## src/rtl/bram_bank_enable_sequencer_pkg.sv

```systemverilog
// Shared types and bank-group helper for the BRAM bank enable sequencer.
package bram_seq_pkg;

   localparam int unsigned MAX_BANKS  = 64;
   localparam logic        POOL_BIG   = 1'b0;
   localparam logic        POOL_SMALL = 1'b1;

   typedef enum logic [1:0] {IDLE, RUN, DONE} seq_state_t;
   typedef enum logic [1:0] {M_CONV, M_POOL, M_FC, M_RSVD} layer_mode_t;

   typedef struct packed {
      layer_mode_t mode;
      logic        src_pool;
      logic        dst_pool;
      logic        src_half;
      logic        dst_half;
   } layer_desc_t;

   // Contiguous run of 'units' banks inside one half; the last partial group
   // is pulled back so it overlaps its predecessor instead of spilling over.
   function automatic logic [MAX_BANKS-1:0] group_mask(
      input int unsigned idx,
      input int unsigned units,
      input int unsigned half,
      input int unsigned half_banks
   );
      int unsigned          base;
      logic [MAX_BANKS-1:0] m;
      base = idx * units;
      if (base > half_banks - units) base = half_banks - units;
      base = base + half * half_banks;
      m = '0;
      for (int unsigned b = 0; b < MAX_BANKS; b++) begin
         m[b] = (b >= base) && (b < base + units);
      end
      return m;
   endfunction

endpackage

```

## src/rtl/bram_bank_enable_sequencer_if.sv

```systemverilog
// Control/status bundle between the layer controller and the bank enable sequencer.
interface bram_bank_enable_sequencer_if #(
   parameter int unsigned N_BIG   = 12,
   parameter int unsigned N_SMALL = 32,
   parameter int unsigned CNT_W   = 5
);
   logic               i_start;
   logic               i_abort;
   logic [1:0]         i_mode;
   logic               i_src_pool;
   logic               i_dst_pool;
   logic               i_src_half;
   logic               i_dst_half;
   logic [CNT_W-1:0]   i_n_filters;
   logic [CNT_W-1:0]   i_n_loops;
   logic               i_step;

   logic               o_busy;
   logic               o_done;
   logic [CNT_W-1:0]   o_filter_idx;
   logic [CNT_W-1:0]   o_loop_idx;
   logic [N_BIG-1:0]   o_big_ena;
   logic [N_BIG-1:0]   o_big_enb;
   logic [N_SMALL-1:0] o_small_ena;
   logic [N_SMALL-1:0] o_small_enb;
   logic               o_cfg_err;

   modport master (
      output i_start, i_abort, i_mode, i_src_pool, i_dst_pool, i_src_half,
             i_dst_half, i_n_filters, i_n_loops, i_step,
      input  o_busy, o_done, o_filter_idx, o_loop_idx, o_big_ena, o_big_enb,
             o_small_ena, o_small_enb, o_cfg_err
   );

   modport slave (
      input  i_start, i_abort, i_mode, i_src_pool, i_dst_pool, i_src_half,
             i_dst_half, i_n_filters, i_n_loops, i_step,
      output o_busy, o_done, o_filter_idx, o_loop_idx, o_big_ena, o_big_enb,
             o_small_ena, o_small_enb, o_cfg_err
   );
endinterface

```

## src/rtl/bram_bank_enable_sequencer_bank_group_decoder.sv

```systemverilog
// Per-pool decoder: turns (mode, half, filter/loop index) into port-A/port-B enable masks.
module bank_group_decoder
   import bram_seq_pkg::*;
#(
   parameter int unsigned NBANK      = 12,
   parameter int unsigned SA_UNITS   = 4,
   parameter int unsigned POOL_UNITS = 4,
   parameter int unsigned CNT_W      = 5
) (
   input  logic             i_active,
   input  layer_mode_t      i_mode,
   input  logic             i_rd_sel,
   input  logic             i_wr_sel,
   input  logic             i_rd_half,
   input  logic             i_wr_half,
   input  logic [CNT_W-1:0] i_filter,
   input  logic [CNT_W-1:0] i_loop,
   output logic [NBANK-1:0] o_ena,
   output logic [NBANK-1:0] o_enb,
   output logic             o_wr_oob
);

   localparam int unsigned H = NBANK / 2;

   logic [MAX_BANKS-1:0] w_rd;
   logic [MAX_BANKS-1:0] w_wr;

   always_comb begin
      w_rd     = '0;
      w_wr     = '0;
      o_wr_oob = 1'b0;
      if (i_active) begin
         case (i_mode)
            M_CONV: begin
               if (i_rd_sel) w_rd = group_mask(32'(i_loop), SA_UNITS, 32'(i_rd_half), H);
               if (i_wr_sel) begin
                  if (32'(i_filter) < H) w_wr = group_mask(32'(i_filter), 1, 32'(i_wr_half), H);
                  else                   o_wr_oob = 1'b1;
               end
            end
            M_POOL: begin
               if (i_rd_sel) w_rd = group_mask(32'(i_loop), POOL_UNITS, 32'(i_rd_half), H);
               if (i_wr_sel) w_wr = group_mask(32'(i_loop), POOL_UNITS, 32'(i_wr_half), H);
            end
            M_FC: begin
               if (i_rd_sel) w_rd = group_mask(0, H, 32'(i_rd_half), H);
            end
            default: ;
         endcase
      end
      o_enb = w_rd[NBANK-1:0];
      o_ena = w_wr[NBANK-1:0];
   end

endmodule

```

## src/rtl/bram_bank_enable_sequencer.sv

```systemverilog
// Per-layer BRAM port-enable sequencer (BIG/SMALL ping-pong pools) with start/step/done handshake.
// Optional BANK_CONFLICT_CHK_EN: flags and masks same-bank port-A/port-B overlap while running.
module bram_bank_enable_sequencer
   import bram_seq_pkg::*;
#(
   parameter int unsigned N_BIG      = 12,
   parameter int unsigned N_SMALL    = 32,
   parameter int unsigned SA_UNITS   = 4,
   parameter int unsigned POOL_UNITS = 4,
   parameter int unsigned CNT_W      = 5
) (
   input logic                         clk,
   input logic                         rst_n,
   bram_bank_enable_sequencer_if.slave bus
);

   seq_state_t       r_state, w_state_nxt;
   layer_desc_t      r_desc, w_desc_nxt;
   logic [CNT_W-1:0] r_f_last, w_f_last_nxt;
   logic [CNT_W-1:0] r_l_last, w_l_last_nxt;
   logic [CNT_W-1:0] r_filter, w_filter_nxt;
   logic [CNT_W-1:0] r_loop, w_loop_nxt;
   logic             w_start_acc;
   logic             w_desc_err;

   logic             r_busy, r_done, r_cfg_err, w_cfg_err_nxt;
   logic [N_BIG-1:0]   r_big_ena, r_big_enb;
   logic [N_SMALL-1:0] r_small_ena, r_small_enb;

   logic [N_BIG-1:0]   w_big_ena_raw, w_big_enb, w_big_clash;
   logic [N_SMALL-1:0] w_small_ena_raw, w_small_enb, w_small_clash;
   logic               w_big_oob, w_small_oob;
   logic               w_active;

   // Next state, descriptor and counters; enables are decoded from these so
   // the registered enables always line up with the registered counters.
   always_comb begin
      w_state_nxt  = r_state;
      w_desc_nxt   = r_desc;
      w_f_last_nxt = r_f_last;
      w_l_last_nxt = r_l_last;
      w_filter_nxt = r_filter;
      w_loop_nxt   = r_loop;
      w_start_acc  = 1'b0;
      w_desc_err   = 1'b0;
      if (bus.i_abort) begin
         w_state_nxt  = IDLE;
         w_filter_nxt = '0;
         w_loop_nxt   = '0;
      end else begin
         case (r_state)
            IDLE: begin
               if (bus.i_start) begin
                  w_start_acc         = 1'b1;
                  w_desc_nxt.mode     = layer_mode_t'(bus.i_mode);
                  w_desc_nxt.src_pool = bus.i_src_pool;
                  w_desc_nxt.dst_pool = bus.i_dst_pool;
                  w_desc_nxt.src_half = bus.i_src_half;
                  w_desc_nxt.dst_half = bus.i_dst_half;
                  w_f_last_nxt = (w_desc_nxt.mode == M_POOL || bus.i_n_filters == '0) ?
                                 '0 : bus.i_n_filters - 1'b1;
                  w_l_last_nxt = (bus.i_n_loops == '0) ? '0 : bus.i_n_loops - 1'b1;
                  w_filter_nxt = '0;
                  w_loop_nxt   = '0;
                  w_state_nxt  = (w_desc_nxt.mode == M_RSVD) ? DONE : RUN;
                  w_desc_err   = (w_desc_nxt.mode == M_RSVD) ||
                                 ((w_desc_nxt.mode == M_CONV || w_desc_nxt.mode == M_POOL) &&
                                  bus.i_src_pool == bus.i_dst_pool &&
                                  bus.i_src_half == bus.i_dst_half);
               end
            end
            RUN: begin
               if (bus.i_step) begin
                  if (r_filter == r_f_last) begin
                     if (r_loop == r_l_last) begin
                        w_state_nxt = DONE;
                     end else begin
                        w_filter_nxt = '0;
                        w_loop_nxt   = r_loop + 1'b1;
                     end
                  end else begin
                     w_filter_nxt = r_filter + 1'b1;
                  end
               end
            end
            DONE:    w_state_nxt = IDLE;
            default: w_state_nxt = IDLE;
         endcase
      end
   end

   assign w_active = (w_state_nxt == RUN);

   bank_group_decoder #(
      .NBANK(N_BIG), .SA_UNITS(SA_UNITS), .POOL_UNITS(POOL_UNITS), .CNT_W(CNT_W)
   ) u_big_dec (
      .i_active (w_active),
      .i_mode   (w_desc_nxt.mode),
      .i_rd_sel (w_desc_nxt.src_pool == POOL_BIG),
      .i_wr_sel (w_desc_nxt.dst_pool == POOL_BIG),
      .i_rd_half(w_desc_nxt.src_half),
      .i_wr_half(w_desc_nxt.dst_half),
      .i_filter (w_filter_nxt),
      .i_loop   (w_loop_nxt),
      .o_ena    (w_big_ena_raw),
      .o_enb    (w_big_enb),
      .o_wr_oob (w_big_oob)
   );

   bank_group_decoder #(
      .NBANK(N_SMALL), .SA_UNITS(SA_UNITS), .POOL_UNITS(POOL_UNITS), .CNT_W(CNT_W)
   ) u_small_dec (
      .i_active (w_active),
      .i_mode   (w_desc_nxt.mode),
      .i_rd_sel (w_desc_nxt.src_pool == POOL_SMALL),
      .i_wr_sel (w_desc_nxt.dst_pool == POOL_SMALL),
      .i_rd_half(w_desc_nxt.src_half),
      .i_wr_half(w_desc_nxt.dst_half),
      .i_filter (w_filter_nxt),
      .i_loop   (w_loop_nxt),
      .o_ena    (w_small_ena_raw),
      .o_enb    (w_small_enb),
      .o_wr_oob (w_small_oob)
   );

`ifdef BANK_CONFLICT_CHK_EN
   assign w_big_clash   = w_big_ena_raw & w_big_enb;
   assign w_small_clash = w_small_ena_raw & w_small_enb;
`else
   assign w_big_clash   = '0;
   assign w_small_clash = '0;
`endif

   always_comb begin
      w_cfg_err_nxt = w_start_acc ? w_desc_err : r_cfg_err;
      w_cfg_err_nxt = w_cfg_err_nxt | w_big_oob | w_small_oob |
                      (|w_big_clash) | (|w_small_clash);
   end

   always_ff @(posedge clk or negedge rst_n) begin
      if (!rst_n) begin
         r_state     <= IDLE;
         r_desc      <= '0;
         r_f_last    <= '0;
         r_l_last    <= '0;
         r_filter    <= '0;
         r_loop      <= '0;
         r_busy      <= 1'b0;
         r_done      <= 1'b0;
         r_cfg_err   <= 1'b0;
         r_big_ena   <= '0;
         r_big_enb   <= '0;
         r_small_ena <= '0;
         r_small_enb <= '0;
      end else begin
         r_state     <= w_state_nxt;
         r_desc      <= w_desc_nxt;
         r_f_last    <= w_f_last_nxt;
         r_l_last    <= w_l_last_nxt;
         r_filter    <= w_filter_nxt;
         r_loop      <= w_loop_nxt;
         r_busy      <= (w_state_nxt != IDLE);
         r_done      <= (w_state_nxt == DONE);
         r_cfg_err   <= w_cfg_err_nxt;
         r_big_ena   <= w_big_ena_raw & ~w_big_clash;
         r_big_enb   <= w_big_enb;
         r_small_ena <= w_small_ena_raw & ~w_small_clash;
         r_small_enb <= w_small_enb;
      end
   end

   assign bus.o_busy       = r_busy;
   assign bus.o_done       = r_done;
   assign bus.o_filter_idx = r_filter;
   assign bus.o_loop_idx   = r_loop;
   assign bus.o_big_ena    = r_big_ena;
   assign bus.o_big_enb    = r_big_enb;
   assign bus.o_small_ena  = r_small_ena;
   assign bus.o_small_enb  = r_small_enb;
   assign bus.o_cfg_err    = r_cfg_err;

endmodule

```

## src/flat_wrapper.sv

```systemverilog
// flat-port wrapper written by rule: the top's interface ports become plain ports
module bram_bank_enable_sequencer_flat import bram_seq_pkg::*;
#(
   parameter int unsigned N_BIG      = 12,
   parameter int unsigned N_SMALL    = 32,
   parameter int unsigned SA_UNITS   = 4,
   parameter int unsigned POOL_UNITS = 4,
   parameter int unsigned CNT_W      = 5
)
  (clk, rst_n, bus_i_start, bus_i_abort, bus_i_mode, bus_i_src_pool, bus_i_dst_pool, bus_i_src_half, bus_i_dst_half, bus_i_n_filters, bus_i_n_loops, bus_i_step, bus_o_busy, bus_o_done, bus_o_filter_idx, bus_o_loop_idx, bus_o_big_ena, bus_o_big_enb, bus_o_small_ena, bus_o_small_enb, bus_o_cfg_err);
  bram_bank_enable_sequencer_if #(.N_BIG(N_BIG), .N_SMALL(N_SMALL), .CNT_W(CNT_W)) bus_i ();
  input logic clk;
  input logic rst_n;
  input wire logic [$bits(bus_i.i_start)-1:0] bus_i_start;
  input wire logic [$bits(bus_i.i_abort)-1:0] bus_i_abort;
  input wire logic [$bits(bus_i.i_mode)-1:0] bus_i_mode;
  input wire logic [$bits(bus_i.i_src_pool)-1:0] bus_i_src_pool;
  input wire logic [$bits(bus_i.i_dst_pool)-1:0] bus_i_dst_pool;
  input wire logic [$bits(bus_i.i_src_half)-1:0] bus_i_src_half;
  input wire logic [$bits(bus_i.i_dst_half)-1:0] bus_i_dst_half;
  input wire logic [$bits(bus_i.i_n_filters)-1:0] bus_i_n_filters;
  input wire logic [$bits(bus_i.i_n_loops)-1:0] bus_i_n_loops;
  input wire logic [$bits(bus_i.i_step)-1:0] bus_i_step;
  output wire logic [$bits(bus_i.o_busy)-1:0] bus_o_busy;
  output wire logic [$bits(bus_i.o_done)-1:0] bus_o_done;
  output wire logic [$bits(bus_i.o_filter_idx)-1:0] bus_o_filter_idx;
  output wire logic [$bits(bus_i.o_loop_idx)-1:0] bus_o_loop_idx;
  output wire logic [$bits(bus_i.o_big_ena)-1:0] bus_o_big_ena;
  output wire logic [$bits(bus_i.o_big_enb)-1:0] bus_o_big_enb;
  output wire logic [$bits(bus_i.o_small_ena)-1:0] bus_o_small_ena;
  output wire logic [$bits(bus_i.o_small_enb)-1:0] bus_o_small_enb;
  output wire logic [$bits(bus_i.o_cfg_err)-1:0] bus_o_cfg_err;
  assign bus_i.i_start = bus_i_start;
  assign bus_i.i_abort = bus_i_abort;
  assign bus_i.i_mode = bus_i_mode;
  assign bus_i.i_src_pool = bus_i_src_pool;
  assign bus_i.i_dst_pool = bus_i_dst_pool;
  assign bus_i.i_src_half = bus_i_src_half;
  assign bus_i.i_dst_half = bus_i_dst_half;
  assign bus_i.i_n_filters = bus_i_n_filters;
  assign bus_i.i_n_loops = bus_i_n_loops;
  assign bus_i.i_step = bus_i_step;
  assign bus_o_busy = bus_i.o_busy;
  assign bus_o_done = bus_i.o_done;
  assign bus_o_filter_idx = bus_i.o_filter_idx;
  assign bus_o_loop_idx = bus_i.o_loop_idx;
  assign bus_o_big_ena = bus_i.o_big_ena;
  assign bus_o_big_enb = bus_i.o_big_enb;
  assign bus_o_small_ena = bus_i.o_small_ena;
  assign bus_o_small_enb = bus_i.o_small_enb;
  assign bus_o_cfg_err = bus_i.o_cfg_err;
  bram_bank_enable_sequencer #(.N_BIG(N_BIG), .N_SMALL(N_SMALL), .SA_UNITS(SA_UNITS), .POOL_UNITS(POOL_UNITS), .CNT_W(CNT_W)) u_core (.clk(clk), .rst_n(rst_n), .bus(bus_i));
endmodule
```

## config.mk

```make
export PLATFORM = sky130hd
export DESIGN_NAME = bram_bank_enable_sequencer_flat
export DESIGN_NICKNAME = d
export VERILOG_FILES = /design/src/rtl/bram_bank_enable_sequencer_pkg.sv /design/src/rtl/bram_bank_enable_sequencer_if.sv /design/src/rtl/bram_bank_enable_sequencer_bank_group_decoder.sv /design/src/rtl/bram_bank_enable_sequencer.sv /design/src/flat_wrapper.sv
export SDC_FILE = /design/constraint.sdc
export NUM_CORES = 1
export LEC_CHECK = 0
export CORE_MARGIN = 2
export CORE_UTILIZATION = 55
export CTS_BUF_LIST = sky130_fd_sc_hd__clkbuf_2 sky130_fd_sc_hd__clkbuf_4 sky130_fd_sc_hd__clkbuf_8
export DETAILED_ROUTE_END_ITERATION = 10
export PLACE_DENSITY = 0.89
export SLEW_MARGIN = 20
export SYNTH_ARGS = -nofsm -noshare
export SYNTH_HDL_FRONTEND = slang
export SYNTH_SLANG_ARGS = --single-unit
```

## constraint.sdc

```tcl
create_clock -name clk -period 4.9 [get_ports clk]
set_input_delay 0.98 -clock clk [delete_from_list [all_inputs] [get_ports clk]]
set_output_delay 0.98 -clock clk [all_outputs]
set_load 0.01 [all_outputs]
```

* Word-level counts from Yosys, hierarchy flattened
Index checks and enable logic that the tools add are counted.
W data, S select, Z words.
** Word-level totals
- Register bits after elaboration :: 119
- Input port bits :: 21
- Output and inout bits :: 101
** Cells by class
- Equality and inequality tests :: 11
- Bitwise logic cells :: 3
- Reductions and logical operators :: 232
- Muxes and demuxes :: 87
- Multipliers :: 2
- Add/sub/neg operators :: 22
- $lt $le $gt $ge :: 446
** Operators by type and width (number)
- $lt A5 B32 Y1 const A :: 80
- $ge A5 B32 Y1 const A :: 64
- $lt A4 B32 Y1 const A :: 60
- $ge A4 B32 Y1 const A :: 48
- $lt A3 B32 Y1 const A :: 40
- $ge A3 B32 Y1 const A :: 32
- $mux W32 :: 32
- $lt A1 B32 Y1 const A :: 20
- $lt A2 B32 Y1 const A :: 20
- $ge A1 B32 Y1 const A :: 16
- $ge A2 B32 Y1 const A :: 16
- $logic_and A1 B1 Y1 :: 222
- $add A32 B3 Y32 const B :: 6
- $add A32 B4 Y32 :: 4
- $add A32 B5 Y32 :: 4
- $mux W12 :: 8
- $pmux W32 S3 :: 1
- $ge A5 B5 Y1 const A :: 16
- $mux W5 :: 14
- $add A32 B1 Y32 const B :: 2
- $pmux W32 S2 :: 1
- $ge A4 B5 Y1 const A :: 8
- $pmux W12 S3 :: 1
- $pmux W12 S2 :: 1
- other kinds (35) :: 87

* Longest topological paths before layout
- Word-level depth :: 20
- Depth in mapped cells :: 20

* Hierarchy
From an unflattened synthesis, not the netlist that was laid out.
** Second synthesis, totals
- Cell total of the unflattened synthesis :: 764
- Area, all modules :: 7155.6 µm²
** By module, submodules not included
- bram_bank_enable_sequencer :: seq. area each 2977.9 µm², area each 3940.0 µm², cells an instance 278, times used 1
- bank_group_decoder at u_core.u_small_dec :: seq. area each 0.0 µm², area each 2178.3 µm², cells an instance 328, times used 1
- bank_group_decoder at u_core.u_big_dec :: seq. area each 0.0 µm², area each 1037.2 µm², cells an instance 158, times used 1

* Worst setup path before layout
OpenSTA, ideal clock, no wires.
- Path type :: input to register
- From :: input port bus_i_abort
- To :: register u_core.r_big_enb[8] (netlist: u_core.bus.o_big_enb[8])
- Slack :: 0.680 ns
- Required time :: 4.818 ns
- Library setup time :: 0.082 ns
- Data arrival time :: 4.138 ns
- Stages on the path :: 16
- Path through :: buf_2 -> buf_1 -> inv_1 -> o21ai_0 -> a311oi_1 -> a41o_1 -> nor2_1 -> nand2_1 -> ha_1 -> inv_1 -> fa_1 -> ha_1 -> a21oi_1 -> o21ai_0 -> or2_2 -> a31oi_1
** On the way
- Cells in the longest elaborated chain, start to end :: 13
** Ends and longest elaborated chain
- from (decl) :: RTL line flat_wrapper.sv:15 : input wire logic [$bits(bus_i.i_abort)-1:0] bus_i_abort;
- $mux W5 :: RTL line bram_bank_enable_sequencer.sv:46 : if (bus.i_abort) begin
- $gt A7 B2 Y1 :: RTL line bram_bank_enable_sequencer_pkg.sv:30 : if (base > half_banks - units) base = half_banks - units;
- $mux W7 :: RTL line bram_bank_enable_sequencer_pkg.sv:30
- $mux W32 :: RTL line bram_bank_enable_sequencer_bank_group_decoder.sv:35, bram_bank_enable_sequencer_bank_group_decoder.sv:42
- $mux W32 :: RTL line bram_bank_enable_sequencer_bank_group_decoder.sv:33 : case (i_mode)
- $mux W32 :: RTL line bram_bank_enable_sequencer_bank_group_decoder.sv:32 : if (i_active) begin
- $add A32 B4 Y32 :: RTL line bram_bank_enable_sequencer_pkg.sv:31 : base = base + half * half_banks;
- $add A32 B3 Y32
- $lt A4 B32 Y1 :: RTL line bram_bank_enable_sequencer_pkg.sv:34 : m[b] = (b >= base) && (b < base + units);
- $logic_and A1 B1 Y1 :: RTL line bram_bank_enable_sequencer_pkg.sv:34
- $mux W12 (on tied branches) :: RTL line bram_bank_enable_sequencer_bank_group_decoder.sv:42, bram_bank_enable_sequencer_bank_group_decoder.sv:35
- $pmux W12 S3 :: RTL line bram_bank_enable_sequencer_bank_group_decoder.sv:33
- $mux W12 * :: RTL line bram_bank_enable_sequencer_bank_group_decoder.sv:32
- net u_core.u_big_dec.o_enb[8] :: RTL line bram_bank_enable_sequencer_bank_group_decoder.sv:19 : output logic [NBANK-1:0] o_enb,
- to (signal assigned) :: RTL line bram_bank_enable_sequencer.sv:166 : r_big_enb <= w_big_enb;
- to (decl) :: RTL line bram_bank_enable_sequencer.sv:27 : logic [N_BIG-1:0] r_big_ena, r_big_enb;
Mark *: on every way through the listed nets, which the timed path passes. The rest lies on a longest branch. The select of a mux whose other input is x is not followed.
A chain may end at the register's enable or synchronous reset.

* Worst setup path in the final report
- From :: input port bus_i_step
- To :: register u_core.r_big_enb[4] (netlist: u_core.bus.o_big_enb[4])
** On the way
- Cells in the longest elaborated chain, start to end :: 15
** Ends and longest elaborated chain
- from (decl) :: RTL line flat_wrapper.sv:23 : input wire logic [$bits(bus_i.i_step)-1:0] bus_i_step;
- $mux W5 * :: RTL line bram_bank_enable_sequencer.sv:73 : if (bus.i_step) begin
- $pmux W5 S2 * :: RTL line bram_bank_enable_sequencer.sv:51 : case (r_state)
- $mux W5 * :: RTL line bram_bank_enable_sequencer.sv:46
- net u_core.u_big_dec.i_loop[1] :: RTL line bram_bank_enable_sequencer_bank_group_decoder.sv:17 : input logic [CNT_W-1:0] i_loop,
- $gt A7 B2 Y1 :: RTL line bram_bank_enable_sequencer_pkg.sv:30
- $mux W7 * :: RTL line bram_bank_enable_sequencer_pkg.sv:30
- $mux W32 * :: RTL line bram_bank_enable_sequencer_bank_group_decoder.sv:35, bram_bank_enable_sequencer_bank_group_decoder.sv:42
- $mux W32 :: RTL line bram_bank_enable_sequencer_bank_group_decoder.sv:33
- $mux W32 :: RTL line bram_bank_enable_sequencer_bank_group_decoder.sv:32
- $add A32 B4 Y32 :: RTL line bram_bank_enable_sequencer_pkg.sv:31
- $add A32 B3 Y32
- $lt A3 B32 Y1 :: RTL line bram_bank_enable_sequencer_pkg.sv:34
- $logic_and A1 B1 Y1 :: RTL line bram_bank_enable_sequencer_pkg.sv:34
- $mux W12 (on tied branches) :: RTL line bram_bank_enable_sequencer_bank_group_decoder.sv:42, bram_bank_enable_sequencer_bank_group_decoder.sv:35
- $pmux W12 S3 * :: RTL line bram_bank_enable_sequencer_bank_group_decoder.sv:33
- $mux W12 * :: RTL line bram_bank_enable_sequencer_bank_group_decoder.sv:32
- net u_core.u_big_dec.o_enb[4] :: RTL line bram_bank_enable_sequencer_bank_group_decoder.sv:19
Marks and branches as above.

==> impl_metrics.ini <==
[sta]
timing.fmax_mhz = 219.9
tightest_slew_ns = 0.7459
report.final.setup_viol = 0
finalHoldViolations = 0
drv_slew = 0
fin_crit_ns = 4.547
max_slew_margin = 0.5027
tns_ns = 0
rsz0062_at_grt = false
fin_crit_sh = 0.9279
skew_ns = 0.009194

[worst_setup_path]
r2r_cells = 17
cpPeakStageDelay_ns = 0.61
crit_path_cell_trace = clkdlybuf4s50_1 > nand2b_1 > or2_2 > nor2_2 > mux2i_1 > nor2_1 > inv_1 > nand2_1 > ha_1 > inv_1 > fa_1 > inv_1 > ha_1 > o21ai_0 > o21ai_0 > a21boi_0 > a21oi_1
r2r_end = u_core.bus.o_big_enb[4]$_DFF_PN0_
cpMostUsedCell = inv_1
endpoint_kind = register
r2r_setup_slack_ns = 0.59
criticalPathCategory = in2reg
critPathCapture = u_core.bus.o_big_enb[4]$_DFF_PN0_
cp.required_ns = 5.15
worstPathMaxFanout = 7
slowest_stage = clkdlybuf4s50_1
r2r-start = u_core.bus.o_filter_idx[2]$_DFF_PN0_
cp.arrival_ns = 4.79
crit_path_start_kind = input port
cp-startpoint = bus_i_step

[route]
routed_wl_mm = 19.34
drc = 0
drt-pass1-iter-count = 7
wl_per_cell_um = 18.06
viasPerCell = 5.989
antenna_left = 0
num_vias = 6414
drt_iter0_drc = 671

[placed_design]
numPortBuffers = 121
dp_hpwl_mm = 14.37
placed_area_um2 = 8249
dp_cells = 1055
finalWeightedCongestion = 1.059

[finish]
antenna_cells = 0
finalNonFillerCells = 1071
nFillCells = 966
drive_gt1_frac = 0.08859
area_growth_pct = 23.38
fin_util = 0.7001
final_cell_area_um2 = 8479
fin_nets = 964

[global_routing]
antenna_found_initial = 0
overflow = 0
grt_max_degree = 59
grt_usage = 0.2949
grt_pass1_wl_mm = 30.98
grt_pass1_vias = 6200

[floorplan]
chipWidth_um = 115.8
dieArea_um2 = 13410
die_h_um = 115.8
rows = 40
start_util = 0.5675
ioPinCount = 122
core_area_um2 = 12110

[synthesis]
synth_seq_cells = 103
synth_area_leader_cell = dfrtp_1
synth_top_family_by_area = compound AO/OA/AOI/OAI gates
synth_top_area_frac = 0.3750
synth-simple-area-share = 0.1941
synth_mux_area_frac = 0.01948
ys_top_cells_by_area = dfrtp_1 (38%), ha_1 (7.6%), a21oi_1 (4.5%)
yosys_most_used_dff = dfrtp_1
yosysWarnings = 0
synth_fa_ha_area_frac = 0.08520
synth.most_common_cell = dfrtp_1
ys_top_cells_by_count = dfrtp_1 (103), nor2_1 (70), nand2_1 (66)
avgSynthCellArea_um2 = 8.766
synth_area_um2 = 6873
synth.distinct_cells = 80
synth-compound-area-share = 0.2281
async_flop_share = 1.000
synthXorXnorAreaFrac = 0.03058
synth-edff-count = 0
synthCells = 784
ys_seq_area_frac = 0.3750

[clock_tree]
post-cts-setup-buffer-count = 0
numCtsBuffers = 9
cts-root-buf = clkbuf_8
path_clk_slew_ns = 0.09
clk_latency_ns = 0.38
clockBufferDepth = 2
cts_tree = built
clock-sinks = 103
htreeDepth = 3
ctsResizeCount = 0
holdBufCountCts = 0

[power]
p_sw_mw = 0.8262
peakVddDrop_v = 0.0001512
seqPwrFrac = 0.401
comb_power_share = 0.343
powerDensity_nw_per_um2 = 277.1
leakage_nw = 3.685
switching_share = 0.3517
p_clk_frac = 0.256
power_mw = 2.349
intPower_mw = 1.523

[job]
drv_cap = 0

[outcome]
status = completed

[worst_hold_path]
hp-class = reg2reg
## how the worst min path moves through the flow
stage | start | end | slack (ns) | cells after the start
CTS | u_core.r_l_last[0]$_DFFE_PN0P_ | u_core.r_l_last[0]$_DFFE_PN0P_ | 0.52 | 2
finish | u_core.r_f_last[1]$_DFFE_PN0P_ | u_core.r_f_last[1]$_DFFE_PN0P_ | 0.52 | 2
global placement | u_core.r_l_last[4]$_DFFE_PN0P_ | u_core.r_l_last[4]$_DFFE_PN0P_ | 0.47 | 2
floorplan | u_core.r_l_last[4]$_DFFE_PN0P_ | u_core.r_l_last[4]$_DFFE_PN0P_ | 0.46 | 2
global route | u_core.r_l_last[0]$_DFFE_PN0P_ | u_core.r_l_last[0]$_DFFE_PN0P_ | 0.56 | 2
detailed placement | u_core.r_l_last[0]$_DFFE_PN0P_ | u_core.r_l_last[0]$_DFFE_PN0P_ | 0.49 | 2
## registers in the layout (all words and copies together) (netlist names)
| register | flops |
|---|---|
| u_core.bus.o_small_enb | 16 |
| u_core.bus.o_small_ena | 32 |
| u_core.bus.o_busy | 1 |
| u_core.bus.o_filter_idx | 5 |
| u_core.bus.o_big_ena | 12 |
| u_core.r_f_last | 5 |
| u_core.bus.o_big_enb | 12 |
| u_core.r_state | 2 |
| u_core.r_l_last | 5 |
| u_core.bus.o_cfg_err | 1 |
| u_core.r_desc | 6 |
| u_core.bus.o_loop_idx | 5 |
| u_core.bus.o_done | 1 |
## kinds of logic (layout without fill, tap and decap cells)
| kind of cell | count (synthesis) | in the layout |
|---|---|---|
| adder cells (fa/ha/maj) | 45 | 45 |
| AO/OA/AOI/OAI | 234 | 234 |
| flip-flops | 103 | 103 |
| other | 2 | 8 |
| multiplexers | 13 | 13 |
| AND/OR/NAND/NOR | 266 | 266 |
| buffers and inverters | 97 | 210 |
| XOR/XNOR | 24 | 24 |
## worst max-delay path: cells and delay by family
family / cells / cell delay, ns
and+or+nand+nor: 5 / 1.07
adders and majority gates: 3 / 1.04
buffers and inverters: 4 / 0.89
AOI/OAI and AO/OA: 4 / 0.69
muxes: 1 / 0.13
## through the flow
stage	setup slack (ns)	hold slack [ns]
floorplan	0.6799	0.4598
global placement	0.1986	0.4730
detailed placement	0.03254	0.4950
CTS	0.3952	0.5167
global route	0.1052	0.5590
finish	0.3532	0.5195
## placed cells by master, fill, tap and decap left out, types with 4 or more instances in the layout
master / Yosys / layout
nand2b_1: 9 / 9
nor3b_1: 4 / 4
o32ai_1: 5 / 5
o31ai_1: 21 / 21
and2_1: 6 / 6
or2_2: 6 / 6
nand4_1: 5 / 5
o211ai_1: 12 / 12
clkbuf_8: 0 / 11
a211oi_1: 7 / 7
o21a_1: 6 / 6
nor4_1: 4 / 4
xor2_1: 9 / 9
and3_1: 6 / 6
inv_1: 39 / 39
clkdlybuf4s50_1: 0 / 120
a31oi_1: 14 / 14
nand3_1: 26 / 26
a31o_2: 7 / 7
a21oi_1: 62 / 62
buf_4: 16 / 32
nor3_1: 30 / 30
a21o_1: 7 / 7
nor2b_1: 10 / 10
nor2_1: 70 / 70
mux2i_1: 10 / 10
dfrtp_1: 103 / 103
o21ai_0: 45 / 45
nand2_1: 66 / 66
ha_1: 42 / 42
conb_1: 2 / 8
a221oi_1: 5 / 5
xnor2_1: 15 / 15
## layout make-up
cell class,count,area (um2),share of cell area
multi-input combinational,590,3861,0.4554
sequential,103,2577,0.3040
timing repair buffer,152,1441,0.1700
tap,168,210.2,0.02479
inverter,42,158.9,0.01874
clock buffer,11,151.4,0.01785
clock inverter,5,78.83,0.009296
## layer usage
metal,track usage,share of wire,vias to the layer above
li1,-,-,3018
met1,0.3894,0.43,2999
met2,0.4674,0.46,349
met3,0.06381,0.084,48
met4,0.1349,0.034,0
met5,0,0,-
## power groups by stage
stage	logic [mW]	clock network (mW)	registers (mW)
floorplan	0.529	0	0.960
CTS	0.785	0.610	0.940
global route	0.881	0.638	0.947
finish	0.806	0.602	0.941
detailed placement	0.777	0	0.955
global placement	0.761	0	0.954
Power figures use the tool's default switching activity.
